===== src/rtl/flac_pkg.sv =====
// Shared definitions for the FLAC subframe reconstruction blocks.
package flac_pkg;

    // Predictor sequencing states
    typedef enum logic [1:0] {
        StIdle,
        StWarmup,
        StResid
    } state_e;

    localparam int unsigned MAX_FIXED_ORDER = 4;

    // Extra headroom bits for the prediction sum (coefficients up to 4+6+4+1 = 15)
    localparam int unsigned PRED_GUARD_BITS = 4;

endpackage


===== src/rtl/residual_unfold.sv =====
// Combinational Rice fold (quotient/remainder) plus zigzag unfold to a signed residual.
module residual_unfold (
    input  logic [15:0]        msb,
    input  logic [15:0]        lsb,
    input  logic [3:0]         rice_param,
    output logic signed [31:0] residual
);

    logic [15:0] lsb_mask;
    logic [31:0] folded;

    // Fold quotient and masked remainder, then map zigzag code back to signed
    always_comb begin
        lsb_mask = (16'd1 << rice_param) - 16'd1;
        folded   = ({16'd0, msb} << rice_param) | {16'd0, lsb & lsb_mask};
        residual = signed'((folded >> 1) ^ {32{folded[0]}});
    end

endmodule


===== src/rtl/fixed_predictor.sv =====
// FLAC FIXED-predictor sample reconstruction: warm-up pass-through, then
// polynomial prediction plus unfolded Rice residual, one sample per input.
module fixed_predictor
    import flac_pkg::*;
#(
    parameter int SAMPLE_W = 16,
    parameter int BLOCK_W  = 16
) (
    input  logic                iClk,
    input  logic                iRst,
    input  logic                iStart,
    input  logic [2:0]          iOrder,
    input  logic [BLOCK_W-1:0]  iBlockSize,
    input  logic [SAMPLE_W-1:0] iWarmup,
    input  logic                iWarmupValid,
    input  logic [15:0]         iMSB,
    input  logic [15:0]         iLSB,
    input  logic [3:0]          iRiceParam,
    input  logic                iResValid,
    output logic [SAMPLE_W-1:0] oSample,
    output logic                oValid,
    output logic                oBlockDone,
    output logic                oBusy,
    output logic                oError
);

    localparam int PW = SAMPLE_W + PRED_GUARD_BITS;

    state_e state_q, state_d;
    logic [2:0]                order_q;
    logic [BLOCK_W-1:0]        blk_q;
    logic [BLOCK_W-1:0]        cnt_q, cnt_d, cnt_inc;
    logic signed [SAMPLE_W-1:0] h1_q, h2_q, h3_q, h4_q;
    logic [SAMPLE_W-1:0]       sample_q, sample_d;
    logic                      valid_d, done_q, done_d, err_q, err_d, valid_q;

    logic start_legal, start_ok, start_bad;
    logic warm_fire, res_fire, emit, last, warm_end;

    logic signed [31:0]   residual;
    logic signed [PW-1:0] x1, x2, x3, x4, pred;
    logic signed [31:0]   sum;
    logic                 unused_sum_hi;

    residual_unfold u_unfold (
        .msb        (iMSB),
        .lsb        (iLSB),
        .rice_param (iRiceParam),
        .residual   (residual)
    );

    // Decode the per-cycle events that drive state, counter and outputs
    always_comb begin
        start_legal = ({29'd0, iOrder} <= MAX_FIXED_ORDER) && (iBlockSize != '0)
                      && (iBlockSize >= BLOCK_W'(iOrder));
        start_ok    = iStart && (state_q == StIdle) && start_legal;
        start_bad   = iStart && (state_q == StIdle) && !start_legal;
        warm_fire   = (state_q == StWarmup) && iWarmupValid;
        res_fire    = (state_q == StResid) && iResValid;
        emit        = warm_fire || res_fire;
        cnt_inc     = cnt_q + 1'b1;
        last        = emit && (cnt_inc == blk_q);
        warm_end    = warm_fire && (cnt_inc == BLOCK_W'(order_q));
    end

    // Fixed-polynomial prediction from the sample history
    always_comb begin
        x1 = PW'(h1_q);
        x2 = PW'(h2_q);
        x3 = PW'(h3_q);
        x4 = PW'(h4_q);
        unique case (order_q)
            3'd1:    pred = x1;
            3'd2:    pred = (x1 <<< 1) - x2;
            3'd3:    pred = x1 + (x1 <<< 1) - x2 - (x2 <<< 1) + x3;
            3'd4:    pred = (x1 <<< 2) - (x2 <<< 2) - (x2 <<< 1) + (x3 <<< 2) - x4;
            default: pred = '0;
        endcase
        sum = 32'(pred) + residual;
    end

    // Only the low SAMPLE_W bits survive; the wrap is intentional
    assign unused_sum_hi = ^sum[31:SAMPLE_W];

    // State register
    always_ff @(posedge iClk or negedge iRst) begin
        if (!iRst) state_q <= StIdle;
        else       state_q <= state_d;
    end

    // Next-state logic; block end wins over the warm-up to residual hand-off
    always_comb begin
        state_d = state_q;
        unique case (state_q)
            StIdle: begin
                if (start_ok) state_d = (iOrder == 3'd0) ? StResid : StWarmup;
            end
            StWarmup: begin
                if (last)          state_d = StIdle;
                else if (warm_end) state_d = StResid;
            end
            StResid: begin
                if (last) state_d = StIdle;
            end
            default: state_d = StIdle;
        endcase
    end

    // Next values for the registered outputs, counter and error flag
    always_comb begin
        sample_d = sample_q;
        if (warm_fire)     sample_d = iWarmup;
        else if (res_fire) sample_d = sum[SAMPLE_W-1:0];
        valid_d = emit;
        done_d  = last;
        err_d   = err_q;
        if (start_ok) err_d = 1'b0;
        else if (start_bad || ((state_q == StWarmup) && iResValid)) err_d = 1'b1;
        cnt_d = cnt_q;
        if (start_ok)  cnt_d = '0;
        else if (emit) cnt_d = cnt_inc;
    end

    // Output registers, block parameters and history shift register
    always_ff @(posedge iClk or negedge iRst) begin
        if (!iRst) begin
            sample_q <= '0;
            valid_q  <= 1'b0;
            done_q   <= 1'b0;
            err_q    <= 1'b0;
            cnt_q    <= '0;
            order_q  <= '0;
            blk_q    <= '0;
            h1_q     <= '0;
            h2_q     <= '0;
            h3_q     <= '0;
            h4_q     <= '0;
        end else begin
            sample_q <= sample_d;
            valid_q  <= valid_d;
            done_q   <= done_d;
            err_q    <= err_d;
            cnt_q    <= cnt_d;
            if (start_ok) begin
                order_q <= iOrder;
                blk_q   <= iBlockSize;
                h1_q    <= '0;
                h2_q    <= '0;
                h3_q    <= '0;
                h4_q    <= '0;
            end else if (emit) begin
                h1_q <= signed'(sample_d);
                h2_q <= h1_q;
                h3_q <= h2_q;
                h4_q <= h3_q;
            end
        end
    end

    assign oSample    = sample_q;
    assign oValid     = valid_q;
    assign oBlockDone = done_q;
    assign oError     = err_q;
    assign oBusy      = (state_q != StIdle);

endmodule


===== config.mk =====
export PLATFORM = sky130hd
export DESIGN_NAME = fixed_predictor
export DESIGN_NICKNAME = d
export VERILOG_FILES = /design/src/rtl/flac_pkg.sv /design/src/rtl/residual_unfold.sv /design/src/rtl/fixed_predictor.sv
export SDC_FILE = /design/constraint.sdc
export NUM_CORES = 1
export LEC_CHECK = 0
export ABC_AREA = 1
export CAP_MARGIN = 10
export CELL_PAD_IN_SITES_DETAIL_PLACEMENT = 0
export CELL_PAD_IN_SITES_GLOBAL_PLACEMENT = 2
export CORE_AREA = 10 10 182 184
export DETAILED_ROUTE_END_ITERATION = 10
export DIE_AREA = 0 0 192 194
export DONT_BUFFER_PORTS = 1
export GPL_TIMING_DRIVEN = 1
export PLACE_DENSITY_LB_ADDON = 0.1
export SYNTH_ARGS = -nofsm -noshare
export SYNTH_HDL_FRONTEND = slang
export SYNTH_SLANG_ARGS = --single-unit
export TNS_END_PERCENT = 5

===== constraint.sdc =====
create_clock -name iClk -period 7.5 [get_ports iClk]
set_clock_uncertainty 0.1 [all_clocks]
set_input_delay 1.5 -clock iClk [delete_from_list [all_inputs] [get_ports iClk]]
set_output_delay 1.5 -clock iClk [all_outputs]
set_load 0.005 [all_outputs]

---- After elaboration in Yosys (flattened, before gate mapping) ----
Cells that the tools add are included.
storage, ports and cells
  flip-flop bits (word level) ............. 120
  bits in latches ......................... 0
  bits in writable memories ............... 0
  ROM bits ................................ 0
  input bits .............................. 76
  output and inout bits ................... 20
  logic and storage cells ................. 83
  memories kept ........................... 0
operators by class
  add/subtract/negate cells ............... 12
  multiply operators ...................... 0
  div/mod/pow operators ................... 0
  order comparisons ....................... 2
  equal/unequal tests ..................... 11
  shifts and indexed selects .............. 2
  multiplexer cells ....................... 21
  bitwise gates (word level) .............. 3
  reduce and logical (&&, ||, !) cells .... 20
operator list
  kind                     count
  $mux W16                 12
  $sub A16 B16 Y16         6
  $add A16 B16 Y16         4
  $pmux W16 S4             1
  $or A17 B16 Y17          1
  $shl A16 B4 Y17          1
  $add A16 B1 Y16 const B  1
  $and A16 B16 Y16         1
  $eq A16 B16 Y1           1
  $eq A16 B3 Y1            1
  $ge A16 B3 Y1            1
  $reduce_bool A16 Y1      1
  $shl A1 B4 Y16 const A   1
  $sub A16 B1 Y16 const B  1
  $xor A16 B16 Y16         1
  $logic_and A1 B1 Y1      10
  $mux W2                  5
  $eq A3 B2 Y1 const B     2
  $pmux W2 S3              1
  $reduce_bool A2 Y1       3
  $ne A2 B2 Y1 const B     2
  $eq A3 B1 Y1 const B     1
  $eq A3 B3 Y1 const B     1
  $le A3 B3 Y1 const B     1
  9 further kinds          11

---- Longest topological paths before layout ----
Gate-level depths: netlist of the first run.
  word-level depth ........................ 10
  mapped depth ............................ 36
  gate-level depth less buffers ........... 36

---- Hierarchy ----
Synthesis of the first run repeated with hierarchy kept, for this count alone.
second synthesis, totals
  cell total of the unflattened synthesis .. 1692
  area total of the unflattened synthesis .. 12286.8 um^2
modules (own cells, without submodules)
  module           times used  cells an instance  area each (um^2)  seq. area each (um^2)
  fixed_predictor  1           1368               10755.3           3002.9
  residual_unfold  1           324                1531.5            0.0

---- Worst setup path after synthesis of the first run ----
OpenSTA, ideal clock, no wires.
  path kind ............................... register -> register
  from .................................... register h2_q[1]
  to ...................................... register h1_q[15]
  setup time .............................. 117 ps
  arrival ................................. 4878 ps
  data required time ...................... 7283 ps
  setup slack ............................. 2405 ps
  stages on the path, launching flop included .. 31
  buffers on the path ..................... 0
  clock period less this slack ............ 5095 ps
  cell sequence ........................... dfrtp_1 -> inv_1 -> fa_1 -> fa_1 -> inv_1 -> fa_1 -> fa_1 -> o31ai_1 -> nand2_1 -> nand2_1 -> nand2_1 -> nand2_1 -> a21oi_1 -> or2_2 -> nand3_1 -> nand4_1 -> ha_1 -> a21oi_1 -> o21ai_0 -> a21oi_1 -> nand2_1 -> nand3_1 -> nand2_1 -> inv_1 -> nand2_1 -> nand2_1 -> nand2_1 -> nand2_1 -> nand2_2 -> nand2_1 -> nand2_1
on the way
  word-level cells in the longest chain between the ends .. 10
  elaborated cells on any way between the ends .. 14
  those cells by class .................... 9 x add/sub; 5 x mux
RTL lines
  item                            line                    source
  start: declaration              fixed_predictor.sv:33   logic signed [SAMPLE_W-1:0] h1_q, h2_q, h3_q, h4_q;
  start signal: assignment        fixed_predictor.sv:153  h2_q <= h1_q;
  $sub A16 B16 Y16 (2 in series)  fixed_predictor.sv:76   3'd4: pred = (x1 <<< 2) - (x2 <<< 2) - (x2 <<< 1) + (x3 <<< 2) - x4;
  $add A16 B16 Y16                fixed_predictor.sv:76
  $sub A16 B16 Y16                fixed_predictor.sv:76
  $pmux W16 S4 (*)                fixed_predictor.sv:72   unique case (order_q)
  $add A16 B16 Y16 (*)            fixed_predictor.sv:79   sum = 32'(pred) + residual;
  $mux W16 (*)                    fixed_predictor.sv:113  else if (res_fire) sample_d = sum[SAMPLE_W-1:0];
  $mux W16 (*)                    fixed_predictor.sv:112  if (warm_fire) sample_d = iWarmup;
  net sample_d[15]                fixed_predictor.sv:34   logic [SAMPLE_W-1:0] sample_q, sample_d;
  $mux W16 (*)                    fixed_predictor.sv:151  end else if (emit) begin
  $mux W16 (*)                    fixed_predictor.sv:144  if (start_ok) begin
  end signal: assignment          fixed_predictor.sv:152  h1_q <= signed'(sample_d);
  end: declaration                fixed_predictor.sv:33
Mark *: on every way through the listed nets, which the timed path passes. The rest lies on a longest branch. The select of a mux whose other input is x is not followed.
A chain may end at the register's enable or synchronous reset.

---- Worst setup path after layout of the first run ----
  from .................................... register h2_q[1]
  to ...................................... register h1_q[12]
Same word-level chain as after synthesis.

==> results of run 1 <==
## worst reg2reg max path: cells and delay by family (launching register included)
kind / cells / cell delay [ps]
adders and majority gates: 5 / 2380
and+or+nand+nor: 12 / 1590
AOI/OAI and AO/OA: 6 / 1310
DFF: 1 / 450
buffers and inverters: 3 / 350
## logic make-up (layout without fill, tap and decap cells)
group | after synthesis | in the layout | share of synthesized area [%]
buffers and inverters | 381 | 385 | 12.2
XOR/XNOR | 36 | 36 | 2.70
AND/OR/NAND/NOR | 631 | 631 | 22.7
adder cells (fa/ha/maj) | 152 | 152 | 21.1
flip-flops | 120 | 120 | 25.1
multiplexers | 3 | 3 | 0.251
AO/OA/AOI/OAI | 329 | 329 | 15.9
## per-layer routing
layer	global-route usage, %	routed length (um)
met1	25.9	16400
met2	33.7	17800
met3	4.64	1960
met4	5.01	632
met5	0	20
## metrics by stage
| stage | utilization (%) | hold WS (ps) | std cells | worst slack [ps] | area (um^2) |
|---|---|---|---|---|---|
| floorplan | - | 357 | 1652 | 2400 | 12000 |
| global placement | 42.0 | 388 | 2014 | 1200 | 12300 |
| detailed placement | 42.0 | 400 | 2014 | 1150 | 12300 |
| CTS | 43.9 | 415 | 2046 | 1140 | 12900 |
| global route | 43.9 | 431 | 2046 | 738 | 12900 |
| finish | 43.9 | 408 | 2046 | 1180 | 12900 |
## area by class of cell
class | count | area share [%]
Inverter | 348 | 10.1
Tap cell | 390 | 3.78
Sequential cell | 120 | 23.3
Clock inverter | 14 | 1.01
Clock buffer | 18 | 3.33
Timing Repair Buffer | 5 | 0.291
Multi-Input combinational cell | 1151 | 58.2
## cell usage in the layout, fill, tap and decap left out, types with 4 or more instances in the layout
cell type	Yosys	routed
ha_1	69	69
buf_4	3	5
xor2_1	27	27
o2111ai_1	11	11
a22oi_1	5	5
inv_8	0	4
inv_1	336	336
o21bai_1	4	4
or2_2	8	8
a21oi_1	95	95
fa_1	83	83
nor4_1	5	5
a31oi_1	5	5
nand3b_1	8	8
o21ai_0	113	113
o21ai_1	4	4
inv_6	0	5
nor2_2	8	8
nand2_2	3	4
nand3_1	82	82
clkbuf_16	0	17
o22ai_1	57	57
inv_2	8	8
nor3_1	18	18
dfrtp_1	120	120
nor2_1	71	71
nand2_1	399	398
nand4_1	13	13
xnor2_1	8	8
o31ai_1	6	6
nor3_2	5	5
## state kept, by name (all words and copies together) (netlist names)
| name | count |
|---|---|
| h2_q | 16 |
| order_q | 3 |
| state_q | 2 |
| h3_q | 16 |
| h4_q | 16 |
| blk_q | 16 |
| h1_q | 16 |
| oError | 1 |
| cnt_q | 16 |
| oBlockDone | 1 |
| oValid | 1 |
| oSample | 16 |
## final timing paths
| kind | to | slack, ps | cells after the start |
|---|---|---|---|
| setup / recovery | h1_q[12]$_DFFE_PN0P_ | 1180 | 26 |
| hold / removal | blk_q[0]$_DFFE_PN0P_ | 410 | 2 |
| setup reg to reg | h1_q[12]$_DFFE_PN0P_ | 1180 | 26 |
| hold reg to reg | blk_q[0]$_DFFE_PN0P_ | 410 | 2 |
| max in group asynchronous | h1_q[9]$_DFFE_PN0P_ | 6340 | 0 |
| min in group asynchronous | oSample[0]$_DFF_PN0_ | 680 | 0 |
==> results.md, run 1 <==
- Chip height: 194 um
- Number of H-tree levels: 4
- Synth top area cells: dfrtp_1 (25%), fa_1 (14%), nand2_1 (13%), inv_1 (11%), ha_1 (7.2%)
- Worst Setup End Kind: flip-flop
- Clock slew at the register clock pins of the worst setup and hold paths: 70 ps
- Area leader, netlist: dfrtp_1
- CP max-delay cell: o31ai_1
- Hold path start: blk_q[0]$_DFFE_PN0P_
- Beginning of the critical path: h2_q[1]$_DFFE_PN0P_
- Share of layout cells above drive strength 1: 5.01%
- Worst-Margin Slew: 943 ps
- Post-Syn Area per Cell: 7.25 um^2
- Post-CTS setup buffers: 0
- Fin Setup TNS: 0 ps
- FF+latch area: 0.00300 mm^2
- Clk buf depth: 2
- CP max FO: 6
- Initial core utilization: 40.7%
- Syn nets: 1880
- Largest net degree at the start of global routing: 121
- Number of max-slew violations in the final report: 0
- Number of DRC markers in iteration 0: 664
- Initial DRT Pass Iterations: 5
- Number of max-cap violations: 0
- Placeable Area: 0.0294 mm^2
- Async S/R FF share, synth: 100%
- DRC: 0
- Final setup fails: 0
- Primary FF master, synth: dfrtp_1
- FILL cells: 3115
- Final #Nets: 1871
- EDFF count, synth: 0
- CTS buffer count: 17
- CTS resizes: 0
- Ports: 96
- CTS tree: built
- CP arrival: 6510 ps
- Period Utilization, post-route: 84.3%
- Library cells used by synthesis: 59
- Top-area cell type share of the netlist area: 25.1%
- PortBufs: 0
- Die width: 192 um
- Status: complete, no violations
- Max incr delay on CP: 620 ps
- Wire length per cell: 18.0 um
- Root Buffer: clkbuf_16
- # rows: 63
- Kind of cell adding the most delay to the critical path: adder cells
- R2r startpoint: h2_q[1]$_DFFE_PN0P_
- Dpl hpwl: 29.5 mm
- Most frequent cell after synthesis: nand2_1
- Vias in the first global route: 10900
- Worst-Skew Late Latency: 440 ps
- Worst hold path class: flip-flop to flip-flop
- First-pass GRT wire length: 59.6 mm
- Register area share after synthesis: 25.1%
- Flops & latches, synth: 120
- DRT Wirelength: 36.8 mm
- Via count: 10500
- Tmin final: 6320 ps
- Cell area after synthesis: 0.0120 mm^2
- Final ANT Viol Nets: 0
- Sinks on Clock Net: 120
- Setup CP Type: flip-flop to flip-flop
- Worst path required time: 7690 ps
- Bufs and invs on worst path: 3
- Antenna Cells: 0
- Area Overhead vs Synth: 7.77%
- Top post-synthesis cells by count: nand2_1 (399), inv_1 (336), dfrtp_1 (120)
- Hold-fix buffers, CTS: 0
- Unrepaired setup endpoints after global routing: false
- Initial antenna violation count: 2
- GRT overflow: 0
- Cells after synthesis: 1652
- FMAX: 158 MHz
- Die ar.: 0.0372 mm^2
- Routed vias/inst: 5.15
- Fin. Hold Viols: 0
- Slew margin rel.: 36.8%
- Multi-input logic area: 0.00751 mm^2
- Syn. warnings: 0
- Routability cong.: 0.879
- CP Launch Type: flip-flop
- Gr usage total: 20.3%
Power of run 1 is left out: the tool's default activity adds up to more than one toggle a clock period on the data nets, which glitch-free logic cannot reach.
==> run 2, diff against run 1 <==
--- a/config.mk
+++ b/config.mk
@@ -9,9 +9,9 @@
 export CAP_MARGIN = 10
 export CELL_PAD_IN_SITES_DETAIL_PLACEMENT = 0
 export CELL_PAD_IN_SITES_GLOBAL_PLACEMENT = 2
-export CORE_AREA = 10 10 182 184
+export CORE_AREA = 10 10 199 201
 export DETAILED_ROUTE_END_ITERATION = 10
-export DIE_AREA = 0 0 192 194
+export DIE_AREA = 0 0 209 211
 export DONT_BUFFER_PORTS = 1
 export GPL_TIMING_DRIVEN = 1
 export PLACE_DENSITY_LB_ADDON = 0.1
==> constraint.sdc (replaced) <==
create_clock -name iClk -period 5.3 [get_ports iClk]
set_clock_uncertainty 0.1 [all_clocks]
set_input_delay 1.06 -clock iClk [delete_from_list [all_inputs] [get_ports iClk]]
set_output_delay 1.06 -clock iClk [all_outputs]
set_load 0.005 [all_outputs]
==> results.md, run 2 (same netlist as run 1, synthesis figures left out) <==
- Vias in the first global route: 11600 (+5.7%)
- Worst Setup Slack, final: -153 ps (-1330 ps)
- Hold-fix buffers, CTS: 0 (unchanged)
- CP max-delay cell: fa_1
- Number of H-tree levels: 4 (unchanged)
- Unrepaired setup endpoints after global routing: true
- Tmin final: 5450 ps (-869 ps)
- Most common cell after layout, fill and taps aside: nand2_1
- DRC: 0 (unchanged)
- Worst hold path class: input port to async pin
- Routability cong.: 0.878 (-0.11%)
- Number of max-slew violations in the final report: 0 (unchanged)
- Final ANT Viol Nets: 0 (unchanged)
- DRT Wirelength: 40.2 mm (+9.3%)
- Area Overhead vs Synth: 23.3%
- Clock slew at the register clock pins of the worst setup and hold paths: 70 ps (about the same)
- Ports: 96 (unchanged)
- Worst Setup End Kind: flip-flop
- Failing checks: setup timing
- Critical Path Most Common Cell: nand2_1
- GRT overflow: 0 (unchanged)
- Via count: 11100 (+4.9%)
- Clk buf depth: 2 (unchanged)
- Die width: 209 um (+8.9%)
- Die ar.: 0.0441 mm^2 (+18%)
- Dpl hpwl: 32.3 mm (+9.5%)
- Setup CP Type: flip-flop to flip-flop
- CP arrival: 5690 ps (-820 ps)
- Initial antenna violation count: 0 (-2)
- CP Launch Type: flip-flop
- Chip height: 211 um (+8.8%)
- Gr usage total: 18.5% (-1.8 points)
- PortBufs: 0 (unchanged)
- Initial DRT Pass Iterations: 5 (unchanged)
- Sinks on Clock Net: 120 (unchanged)
- Number of DRC markers in iteration 0: 539 (-19%)
- Period Utilization, post-route: 103% (+19 points)
- CP max FO: 4 (-2)
- FMAX: 183 MHz (+16%)
- Root Buffer: clkbuf_16
- Largest net degree at the start of global routing: 121 (unchanged)
- Max incr delay on CP: 450 ps (-170 ps)
- Routed vias/inst: 4.83 (-6.3%)
- FILL cells: 3825 (+23%)
- Final setup fails: 9 (+9)
- Initial core utilization: 33.8% (-6.9 points)
- Status: finished, violations left
- Final #Nets: 2043 (+9.2%)
- Worst-Margin Slew: 717 ps (-226 ps)
- CTS buffer count: 17 (unchanged)
- Worst path required time: 5540 ps (-2150 ps)
- Worst-Skew Late Latency: 450 ps (about the same)
- Core Util, Final: 41.7% (-2.2 points)
- Share of layout cells above drive strength 1: 18.9% (+14 points)
- Wire length per cell: 17.6 um (-2.3%)
- Number of max-cap violations: 0 (unchanged)
- Most frequent cells in the layout: nand2_1 (379), inv_1 (325), buf_4 (171)
- First-pass GRT wire length: 63.7 mm (+6.8%)
- CTS tree: built
- Placeable Area: 0.0354 mm^2 (+20%)
- Fin. Hold Viols: 0 (unchanged)
- Slew margin rel.: 52.0% (+15 points)
- # rows: 69 (+9.5%)
[run 2: cell types whose count changed in the layout (fill, tap and decap cells not counted), moves of 10 or more]
cell     previous run  this run
a21oi_1            95        82
buf_4               5       171
a21oi_2             1        12
o21ai_1             4        14
nand2_2             4        21
nand2_1           398       379
nand3_1            82        72
inv_1             336       325
o21ai_0           113        97
inv_2               8        19
[run 2: routing by layer]
layer | part of all wire (%) | global-route usage (%) | wire (um)
met1 | 45 | 22.5 | 18100
met3 | 4.5 | 4.39 | 1800
met5 | 0 | 0 | 0
met2 | 49 | 32.0 | 19800
met4 | 1.3 | 4.56 | 541
[run 2: final cells by class]
| type | instances | area [um^2] | area share (%) |
|---|---|---|---|
| clock inverters | 12 | 116 | 0.788 |
| well taps | 461 | 577 | 3.91 |
| repair buffers | 177 | 1350 | 9.15 |
| multi-input cells | 1151 | 7950 | 53.8 |
| diodes | 1 | 2.50 | 0.0170 |
| inverters | 348 | 1310 | 8.87 |
| flip-flops and latches | 120 | 3000 | 20.3 |
| clock buffers | 20 | 457 | 3.09 |
[run 2: final timing paths]
check                                     from                      to  slack [ps]  cells after the start
max                        h2_q[1]$_DFFE_PN0P_    h1_q[15]$_DFFE_PN0P_        -150                     34
min                                       iRst    oSample[9]$_DFF_PN0_         210                      0
max reg2reg                h2_q[1]$_DFFE_PN0P_    h1_q[15]$_DFFE_PN0P_        -150                     34
min reg2reg                h4_q[1]$_DFFE_PN0P_     h4_q[1]$_DFFE_PN0P_         410                      2
max in group asynchronous                 iRst  state_q[1]$_DFFE_PN0P_        4580                      0
min in group iClk          h4_q[1]$_DFFE_PN0P_     h4_q[1]$_DFFE_PN0P_         410                      2
[run 2: repair_timing]
action / 4_1_cts / 5_1_grt
gates cloned: 0 / 0
buffers inserted: 8 / 6
gates resized for setup: 56 / 74
pin swaps: 27 / 53
endpoints found under the setup margin: 17 / 22
[run 2: critical path: cells and delay by family (launching register included)]
kind            cells  cell delay, ps
fa+ha+maj           6            2140
simple gates       15             990
buf+inv             9             880
compound gates      4             830
flops               1             400
[run 2: stage by stage]
| stage | std cells | worst slack, ps | cell area, um^2 | setup TNS [ps] | hold WS (ps) |
|---|---|---|---|---|---|
| after floorplan | 1652 | 205 | 12000 | 0 | 357 |
| after global placement | 2243 | -588 | 13600 | -5280 | 388 |
| after detailed placement | 2243 | -608 | 13600 | -5080 | 398 |
| after CTS | 2283 | -275 | 14500 | -1960 | 189 |
| after global routing | 2289 | -459 | 14800 | -5700 | 181 |
| final | 2290 | -153 | 14800 | -634 | 206 |
Power of run 2 is left out for the same reason.
==> run 3, diff against run 2 <==
--- a/config.mk
+++ b/config.mk
@@ -6,6 +6,7 @@
 export NUM_CORES = 1
 export LEC_CHECK = 0
 export ABC_AREA = 1
+export ABC_CLOCK_PERIOD_IN_PS = 5300
 export CAP_MARGIN = 10
 export CELL_PAD_IN_SITES_DETAIL_PLACEMENT = 0
 export CELL_PAD_IN_SITES_GLOBAL_PLACEMENT = 2
==> results of run 3 <==
Final layout, timing and power as in run 2 (identical DEF).
Power of run 3 is left out for the same reason.
